[config.mk]
export PLATFORM = sky130hd
export DESIGN_NAME = alu_seq_ctrl_flat
export DESIGN_NICKNAME = d
export VERILOG_FILES = /design/src/rtl/alu_seq_ctrl_pkg.sv /design/src/rtl/alu_seq_ctrl_if.sv /design/src/rtl/alu_seq_ctrl_alu_req_mux.sv /design/src/rtl/alu_seq_ctrl.sv /design/src/flat_wrapper.sv
export SDC_FILE = /design/constraint.sdc
export NUM_CORES = 1
export LEC_CHECK = 0
export CAP_MARGIN = 40
export CORE_ASPECT_RATIO = 0.6
export CORE_MARGIN = 10
export CORE_UTILIZATION = 46
export DETAILED_ROUTE_END_ITERATION = 16
export PLACE_DENSITY = 0.83
export SLEW_MARGIN = 20
export SYNTH_ARGS = -nofsm -noshare
export SYNTH_HDL_FRONTEND = slang
export SYNTH_HIERARCHICAL = 1
export SYNTH_SLANG_ARGS = --single-unit
[constraint.sdc]
create_clock -name clk -period 2.5 [get_ports clk]
set_input_delay 0.25 -clock clk [delete_from_list [all_inputs] [get_ports clk]]
set_output_delay 0.25 -clock clk [all_outputs]
set_load 0.02 [all_outputs]
[src/rtl/alu_seq_ctrl_pkg.sv]
// Shared definitions for the ALU sequencing controller: stage codes, ALU opcodes
// and the operand-steering select used between the FSM and its request mux.
package alu_seq_ctrl_pkg;

  localparam int unsigned OP_W    = 3;
  localparam int unsigned STAGE_W = 3;

  localparam logic [STAGE_W-1:0] STAGE_IDLE      = 3'd0;
  localparam logic [STAGE_W-1:0] STAGE_EXECUTE   = 3'd1;
  localparam logic [STAGE_W-1:0] STAGE_PC_UPDATE = 3'd2;

  localparam logic [OP_W-1:0] ALU_OP_ADD = 3'd0;
  localparam logic [OP_W-1:0] ALU_OP_SUB = 3'd1;
  localparam logic [OP_W-1:0] ALU_OP_AND = 3'd2;
  localparam logic [OP_W-1:0] ALU_OP_OR  = 3'd3;
  localparam logic [OP_W-1:0] ALU_OP_XOR = 3'd4;
  localparam logic [OP_W-1:0] ALU_OP_SLT = 3'd5;
  localparam logic [OP_W-1:0] ALU_OP_SLL = 3'd6;
  localparam logic [OP_W-1:0] ALU_OP_SRL = 3'd7;

  typedef enum logic [1:0] {
    MUX_IDLE,
    MUX_EXEC,
    MUX_PC
  } mux_sel_e;

endpackage

[src/rtl/alu_seq_ctrl_if.sv]
// Decode-side issue bus plus shared-ALU request/response channel of the controller.
// master = the controller, slave = its environment (decode + ALU).
interface alu_seq_ctrl_if #(
  parameter int unsigned WIDTH = 32
);
  import alu_seq_ctrl_pkg::*;

  logic                 start;
  logic [OP_W-1:0]      alu_operation;
  logic [WIDTH-1:0]     src_a;
  logic [WIDTH-1:0]     src_b;
  logic [WIDTH-1:0]     imm;
  logic                 use_imm;
  logic                 is_branch;

  logic [WIDTH-1:0]     alu_in0;
  logic [WIDTH-1:0]     alu_in1;
  logic [OP_W-1:0]      alu_op_select;
  logic                 alu_req_valid;
  logic                 alu_req_ready;
  logic                 alu_resp_valid;
  logic [WIDTH-1:0]     alu_result;

  logic [STAGE_W-1:0]   stage;
  logic                 busy;
  logic [WIDTH-1:0]     result_out;
  logic                 result_valid;
  logic [WIDTH-1:0]     pc_out;
  logic                 done;
  logic                 timeout_err;

  modport master (
    input  start, alu_operation, src_a, src_b, imm, use_imm, is_branch,
    input  alu_req_ready, alu_resp_valid, alu_result,
    output alu_in0, alu_in1, alu_op_select, alu_req_valid,
    output stage, busy, result_out, result_valid, pc_out, done, timeout_err
  );

  modport slave (
    output start, alu_operation, src_a, src_b, imm, use_imm, is_branch,
    output alu_req_ready, alu_resp_valid, alu_result,
    input  alu_in0, alu_in1, alu_op_select, alu_req_valid,
    input  stage, busy, result_out, result_valid, pc_out, done, timeout_err
  );

endinterface

[src/rtl/alu_seq_ctrl_alu_req_mux.sv]
// Operand/opcode steering toward the shared ALU for the current sequencing phase.
module alu_req_mux
  import alu_seq_ctrl_pkg::*;
#(
  parameter int unsigned WIDTH   = 32,
  parameter int unsigned PC_STEP = 1
) (
  input  mux_sel_e          sel_i,
  input  logic [OP_W-1:0]   op_i,
  input  logic [WIDTH-1:0]  a_i,
  input  logic [WIDTH-1:0]  b_i,
  input  logic [WIDTH-1:0]  imm_i,
  input  logic [WIDTH-1:0]  pc_i,
  input  logic              take_imm_i,
  output logic [WIDTH-1:0]  in0_o,
  output logic [WIDTH-1:0]  in1_o,
  output logic [OP_W-1:0]   op_o
);

  // Idle view doubles as the sequential PC-increment request.
  always_comb begin
    in0_o = pc_i;
    in1_o = WIDTH'(PC_STEP);
    op_o  = ALU_OP_ADD;
    case (sel_i)
      MUX_EXEC: begin
        in0_o = a_i;
        in1_o = b_i;
        op_o  = op_i;
      end
      MUX_PC: begin
        if (take_imm_i) in1_o = imm_i;
      end
      default: ;
    endcase
  end

endmodule

[src/rtl/alu_seq_ctrl.sv]
// Multi-cycle instruction sequencer: execute then PC update, both through a shared
// ALU over valid/ready + response strobe, with branch-on-zero and response timeout.
module alu_seq_ctrl
  import alu_seq_ctrl_pkg::*;
#(
  parameter int unsigned WIDTH    = 32,
  parameter int unsigned PC_STEP  = 1,
  parameter int unsigned RESET_PC = 0,
  parameter int unsigned TIMEOUT  = 15
) (
  input  logic           clk,
  input  logic           rst_n,
  alu_seq_ctrl_if.master bus
);

  localparam int unsigned CNT_W = $clog2(TIMEOUT + 1);

  typedef enum logic [2:0] {
    S_IDLE,
    S_EXEC_REQ,
    S_EXEC_WAIT,
    S_PC_REQ,
    S_PC_WAIT
  } state_e;

  state_e             state_q, state_d;
  logic [OP_W-1:0]    op_q, op_d;
  logic [WIDTH-1:0]   a_q, a_d;
  logic [WIDTH-1:0]   b_q, b_d;
  logic [WIDTH-1:0]   imm_q, imm_d;
  logic               branch_q, branch_d;
  logic               zero_q, zero_d;
  logic [CNT_W-1:0]   cnt_q, cnt_d;
  logic [WIDTH-1:0]   result_q, result_d;
  logic [WIDTH-1:0]   pc_q, pc_d;
  logic               result_valid_q, result_valid_d;
  logic               done_q, done_d;
  logic               timeout_err_q, timeout_err_d;
  logic               busy_q, busy_d;
  logic [STAGE_W-1:0] stage_q, stage_d;
  logic               req_valid_q, req_valid_d;

  mux_sel_e           mux_sel;
  logic [WIDTH-1:0]   mux_in0;
  logic [WIDTH-1:0]   mux_in1;
  logic [OP_W-1:0]    mux_op;

  // Next-state, capture and timeout logic.
  always_comb begin
    state_d        = state_q;
    op_d           = op_q;
    a_d            = a_q;
    b_d            = b_q;
    imm_d          = imm_q;
    branch_d       = branch_q;
    zero_d         = zero_q;
    cnt_d          = cnt_q;
    result_d       = result_q;
    pc_d           = pc_q;
    result_valid_d = 1'b0;
    done_d         = 1'b0;
    timeout_err_d  = timeout_err_q;

    case (state_q)
      S_IDLE: begin
        if (bus.start) begin
          op_d          = bus.alu_operation;
          a_d           = bus.src_a;
          b_d           = bus.use_imm ? bus.imm : bus.src_b;
          imm_d         = bus.imm;
          branch_d      = bus.is_branch;
          timeout_err_d = 1'b0;
          state_d       = S_EXEC_REQ;
        end
      end
      S_EXEC_REQ: begin
        if (bus.alu_req_ready) begin
          cnt_d   = CNT_W'(1);
          state_d = S_EXEC_WAIT;
        end
      end
      S_EXEC_WAIT: begin
        if (bus.alu_resp_valid) begin
          result_d       = bus.alu_result;
          result_valid_d = 1'b1;
          zero_d         = (bus.alu_result == '0);
          state_d        = S_PC_REQ;
        end else if (cnt_q >= CNT_W'(TIMEOUT)) begin
          timeout_err_d = 1'b1;
          state_d       = S_IDLE;
        end else begin
          cnt_d = cnt_q + CNT_W'(1);
        end
      end
      S_PC_REQ: begin
        if (bus.alu_req_ready) begin
          cnt_d   = CNT_W'(1);
          state_d = S_PC_WAIT;
        end
      end
      S_PC_WAIT: begin
        if (bus.alu_resp_valid) begin
          pc_d    = bus.alu_result;
          done_d  = 1'b1;
          state_d = S_IDLE;
        end else if (cnt_q >= CNT_W'(TIMEOUT)) begin
          timeout_err_d = 1'b1;
          state_d       = S_IDLE;
        end else begin
          cnt_d = cnt_q + CNT_W'(1);
        end
      end
      default: state_d = S_IDLE;
    endcase

    busy_d      = (state_d != S_IDLE);
    req_valid_d = (state_d == S_EXEC_REQ) || (state_d == S_PC_REQ);
    case (state_d)
      S_EXEC_REQ, S_EXEC_WAIT: stage_d = STAGE_EXECUTE;
      S_PC_REQ, S_PC_WAIT:     stage_d = STAGE_PC_UPDATE;
      default:                 stage_d = STAGE_IDLE;
    endcase
  end

  always_ff @(posedge clk or negedge rst_n) begin
    if (!rst_n) begin
      state_q        <= S_IDLE;
      op_q           <= ALU_OP_ADD;
      a_q            <= '0;
      b_q            <= '0;
      imm_q          <= '0;
      branch_q       <= 1'b0;
      zero_q         <= 1'b0;
      cnt_q          <= '0;
      result_q       <= '0;
      pc_q           <= WIDTH'(RESET_PC);
      result_valid_q <= 1'b0;
      done_q         <= 1'b0;
      timeout_err_q  <= 1'b0;
      busy_q         <= 1'b0;
      stage_q        <= STAGE_IDLE;
      req_valid_q    <= 1'b0;
    end else begin
      state_q        <= state_d;
      op_q           <= op_d;
      a_q            <= a_d;
      b_q            <= b_d;
      imm_q          <= imm_d;
      branch_q       <= branch_d;
      zero_q         <= zero_d;
      cnt_q          <= cnt_d;
      result_q       <= result_d;
      pc_q           <= pc_d;
      result_valid_q <= result_valid_d;
      done_q         <= done_d;
      timeout_err_q  <= timeout_err_d;
      busy_q         <= busy_d;
      stage_q        <= stage_d;
      req_valid_q    <= req_valid_d;
    end
  end

  // Operands stay on the phase's values through the WAIT state as well.
  always_comb begin
    case (state_q)
      S_EXEC_REQ, S_EXEC_WAIT: mux_sel = MUX_EXEC;
      S_PC_REQ, S_PC_WAIT:     mux_sel = MUX_PC;
      default:                 mux_sel = MUX_IDLE;
    endcase
  end

  alu_req_mux #(
    .WIDTH   (WIDTH),
    .PC_STEP (PC_STEP)
  ) u_req_mux (
    .sel_i      (mux_sel),
    .op_i       (op_q),
    .a_i        (a_q),
    .b_i        (b_q),
    .imm_i      (imm_q),
    .pc_i       (pc_q),
    .take_imm_i (branch_q & zero_q),
    .in0_o      (mux_in0),
    .in1_o      (mux_in1),
    .op_o       (mux_op)
  );

  assign bus.alu_in0       = mux_in0;
  assign bus.alu_in1       = mux_in1;
  assign bus.alu_op_select = mux_op;
  assign bus.alu_req_valid = req_valid_q;
  assign bus.stage         = stage_q;
  assign bus.busy          = busy_q;
  assign bus.result_out    = result_q;
  assign bus.result_valid  = result_valid_q;
  assign bus.pc_out        = pc_q;
  assign bus.done          = done_q;
  assign bus.timeout_err   = timeout_err_q;

endmodule

[src/flat_wrapper.sv]
// flat-port wrapper written by rule: the top's interface ports become plain ports
module alu_seq_ctrl_flat import alu_seq_ctrl_pkg::*;
#(
  parameter int unsigned WIDTH    = 32,
  parameter int unsigned PC_STEP  = 1,
  parameter int unsigned RESET_PC = 0,
  parameter int unsigned TIMEOUT  = 15
)
  (clk, rst_n, bus_start, bus_alu_operation, bus_src_a, bus_src_b, bus_imm, bus_use_imm, bus_is_branch, bus_alu_req_ready, bus_alu_resp_valid, bus_alu_result, bus_alu_in0, bus_alu_in1, bus_alu_op_select, bus_alu_req_valid, bus_stage, bus_busy, bus_result_out, bus_result_valid, bus_pc_out, bus_done, bus_timeout_err);
  alu_seq_ctrl_if #(.WIDTH(WIDTH)) bus_i ();
  input  logic clk;
  input  logic rst_n;
  input wire logic [$bits(bus_i.start)-1:0] bus_start;
  input wire logic [$bits(bus_i.alu_operation)-1:0] bus_alu_operation;
  input wire logic [$bits(bus_i.src_a)-1:0] bus_src_a;
  input wire logic [$bits(bus_i.src_b)-1:0] bus_src_b;
  input wire logic [$bits(bus_i.imm)-1:0] bus_imm;
  input wire logic [$bits(bus_i.use_imm)-1:0] bus_use_imm;
  input wire logic [$bits(bus_i.is_branch)-1:0] bus_is_branch;
  input wire logic [$bits(bus_i.alu_req_ready)-1:0] bus_alu_req_ready;
  input wire logic [$bits(bus_i.alu_resp_valid)-1:0] bus_alu_resp_valid;
  input wire logic [$bits(bus_i.alu_result)-1:0] bus_alu_result;
  output wire logic [$bits(bus_i.alu_in0)-1:0] bus_alu_in0;
  output wire logic [$bits(bus_i.alu_in1)-1:0] bus_alu_in1;
  output wire logic [$bits(bus_i.alu_op_select)-1:0] bus_alu_op_select;
  output wire logic [$bits(bus_i.alu_req_valid)-1:0] bus_alu_req_valid;
  output wire logic [$bits(bus_i.stage)-1:0] bus_stage;
  output wire logic [$bits(bus_i.busy)-1:0] bus_busy;
  output wire logic [$bits(bus_i.result_out)-1:0] bus_result_out;
  output wire logic [$bits(bus_i.result_valid)-1:0] bus_result_valid;
  output wire logic [$bits(bus_i.pc_out)-1:0] bus_pc_out;
  output wire logic [$bits(bus_i.done)-1:0] bus_done;
  output wire logic [$bits(bus_i.timeout_err)-1:0] bus_timeout_err;
  assign bus_i.start = bus_start;
  assign bus_i.alu_operation = bus_alu_operation;
  assign bus_i.src_a = bus_src_a;
  assign bus_i.src_b = bus_src_b;
  assign bus_i.imm = bus_imm;
  assign bus_i.use_imm = bus_use_imm;
  assign bus_i.is_branch = bus_is_branch;
  assign bus_i.alu_req_ready = bus_alu_req_ready;
  assign bus_i.alu_resp_valid = bus_alu_resp_valid;
  assign bus_i.alu_result = bus_alu_result;
  assign bus_alu_in0 = bus_i.alu_in0;
  assign bus_alu_in1 = bus_i.alu_in1;
  assign bus_alu_op_select = bus_i.alu_op_select;
  assign bus_alu_req_valid = bus_i.alu_req_valid;
  assign bus_stage = bus_i.stage;
  assign bus_busy = bus_i.busy;
  assign bus_result_out = bus_i.result_out;
  assign bus_result_valid = bus_i.result_valid;
  assign bus_pc_out = bus_i.pc_out;
  assign bus_done = bus_i.done;
  assign bus_timeout_err = bus_i.timeout_err;
  alu_seq_ctrl #(.WIDTH(WIDTH), .PC_STEP(PC_STEP), .RESET_PC(RESET_PC), .TIMEOUT(TIMEOUT)) u_core (.clk(clk), .rst_n(rst_n), .bus(bus_i));
endmodule
==> metrics.txt <==
Post-Syn Area 8097 um^2; Num CTS Buffers 17; first-pass GRT wire length 36930 um; #FFs+latches synth 179; CTS tree built; Global Route Usage Sum 0.1990; fmax 412.3 MHz; largest net degree at the start of global routing 72; Final GP Congestion 0.8201; Synth area leaders dfrtp_1, mux2_2, mux2i_1; crit path kind reg -> out; Via-to-Cell Ratio 5.304; ant diodes 0; total core area 17220 um^2; Critical Path AT 2180 ps; net load switching power 7172 uW; fillcell total 1371; Layout Nets 1043; Synth top area share 0.5532; Routed wire per std cell 21.54 um; final hold violations 0; area delta synth->final 42.45%; design internal power 10040 uW; mean post-synth cell area 13.00 um^2; synth warn 6; DIE HEIGHT 122.8 um; HPWL Detailed 18040 um; # IOs 277; max cap viols 0; RSZ-0062 raised after global routing yes; Unique masters post-synth 38; Min-Delay Path Class in -> async; Root Driver clkbuf_16; crit start category flip-flop; Clk pwr share 0.146; initial antenna violation count 0; Pleak 0.005026 uW; Die ar. 23480 um^2; remaining antenna violation count 0; Initial Util 0.4701; CP Max Fanout 10; post-route minimum period 2425 ps; cell count after placement 1109; final wirelength 24750 um; clock buffer depth 2; drt drc 0; combinational share of power 0.558; Syn Nets 764; total grt overflow 0; 1st-pass router iterations 4; CTS H-tree lvls 4; commonest non-fill, non-tap cell in the layout clkdlybuf4s50_1; final period utilization 0.9701; Clock Skew 10.76 ps; Die Wd 191.3 um; Slew Viols, Final 0; Req. time, crit path 2250 ps; switching share of total power 0.4167; Seq/Total Area, Yosys 0.5532; clock slew at reported path FFs 70 ps; PortBufs 275; # rows 37; Sequential Power Share 0.297; Hold WS 426.9 ps; layout cells sized above 1 0.3268; vias in the first global route 6326; clk_lat worst skew 410 ps; P per Cell Area 1492 nW/um^2; result of the run complete, no violations; Synth area leader dfrtp_1; Util after Layout 0.6697; Cells after Synth 623; initial DRC count 351; Crit. End Element output port; vias 6094; slew of the pin with the lowest slew margin 699.7 ps; clk sinks 179; Peak VDD IR 859.5 uV; commonest cells after routing, fill and taps aside clkdlybuf4s50_1, dfrtp_1, mux2_2; setup violators final 0; Post-Layout Cell Count 1149; max_slew headroom 0.5335
## flip-flops by register name, summed over array words and instances, names as in the netlist, 2 cells and up
signal / cells
u_core/bus.pc_out: 32
u_core/bus.stage: 2
u_core/cnt_q: 4
u_core/imm_q: 32
u_core/b_q: 32
u_core/bus.result_out: 32
u_core/a_q: 32
u_core/op_q: 3
u_core/state_q: 3
## cells by family (layout without fill, tap and decap cells)
| kind of cell | Yosys count | count (layout) | synth area share |
|---|---|---|---|
| AOI/OAI and AO/OA | 74 | 74 | 0.06290 |
| xor gates and xnor gates | 3 | 3 | 0.003246 |
| adders and majority gates | 3 | 3 | 0.004637 |
| buffers and inverters | 56 | 348 | 0.03941 |
| DFF | 179 | 179 | 0.5532 |
| muxes | 201 | 201 | 0.2740 |
| other | 1 | 1 | 0.0004632 |
| and+or+nand+nor | 106 | 106 | 0.06212 |
## power by group through the flow
stage | clock network, uW | registers (uW) | logic (uW)
5_1_grt | 2700 | 5270 | 10200
2_1_floorplan | 0 | 5510 | 5140
4_1_cts | 2570 | 5090 | 9690
3_5_place_dp | 0 | 5130 | 10100
6_report | 2510 | 5110 | 9600
3_3_place_gp | 0 | 5080 | 9920
## repair_timing
| item | CTS | global route |
|---|---|---|
| endpoints found under the hold margin | 66 | 0 |
| setup buffers | 4 | 1 |
| setup endpoints to repair | 67 | 66 |
| hold buffers | 1 | 0 |
| gates resized for setup | 129 | 95 |
| cloned | 1 | 2 |
| pin swaps | 1 | 2 |
## per-layer routing
metal	GRT usage	share of wire	wire, um
met5	0	0	0
met1	0.2646	0.44	11000
met4	0.03450	0.0091	224
met3	0.05949	0.078	1939
met2	0.3207	0.47	11580
## synth_stat cells
cell type	n
nand4b_1	1
xor2_1	2
a221o_1	1
inv_1	10
o22ai_1	2
and4b_1	1
o31ai_1	1
mux2i_1	36
mux2_1	3
a21oi_1	33
buf_1	2
dfrtp_1	179
and3_1	2
o211ai_1	1
nor2_1	68
nor3b_1	1
nand4_1	3
nand3_1	3
nand4bb_1	1
conb_1	1
nand2b_1	2
and3b_1	1
nor4b_4	1
nand3b_1	1
a32oi_1	33
a21boi_0	1
nor2b_1	1
clkbuf_1	5
buf_2	27
mux2_2	162
ha_1	3
buf_6	8
nor4_1	8
nand2_1	8
o21ai_0	2
buf_4	4
xnor2_1	1
and2_1	4
## cell type report
| type | count | area, um^2 | area share |
|---|---|---|---|
| clock inverter | 14 | 118.9 | 0.01031 |
| multi-input combinational | 388 | 3334 | 0.2891 |
| tap | 234 | 292.8 | 0.02539 |
| timing repair buffer | 306 | 2841 | 0.2464 |
| inverter | 10 | 37.54 | 0.003254 |
| clock buffer | 18 | 429.2 | 0.03721 |
| sequential | 179 | 4479 | 0.3884 |
## path summary, 6_finish.rpt
path	start	endpoint	slack [ps]	cells past startpoint
worst min-delay path	rst_n	u_core/b_q[22]$_DFFE_PN0P_	430	2
min in group clk	bus_src_a[13]	u_core/a_q[13]$_DFFE_PN0P_	450	2
max in group asynchronous	rst_n	u_core/a_q[5]$_DFFE_PN0P_	1370	3
worst max-delay path	u_core/state_q[1]$_DFF_PN0_	bus_alu_in0[30]	70	7
worst max register to register	u_core/state_q[1]$_DFF_PN0_	u_core/op_q[1]$_DFFE_PN0P_	430	6
worst min register to register	u_core/bus.result_out[31]$_DFFE_PN0P_	u_core/bus.result_out[31]$_DFFE_PN0P_	510	1
## metrics by stage
stage	TNS (ps)	power, uW	setup slack (ps)	instance area, um^2
finish	0	17210	74.79	11530
global route	-94.70	18210	-23.17	11530
CTS	-77.14	17360	-77.14	11710
detailed placement	0	15220	46.20	11190
global placement	0	15000	83.84	11190
floorplan	0	10660	432.5	8097
## worst max-delay path, cell delays in order (launching register included)
cell     delay [ps]
dfrtp_1         430
xnor2_1         160
nor2_2          170
ha_4            240
buf_12          170
buf_4           130
mux2_2          320
buf_2           160
Power figures use the tool's default switching activity.
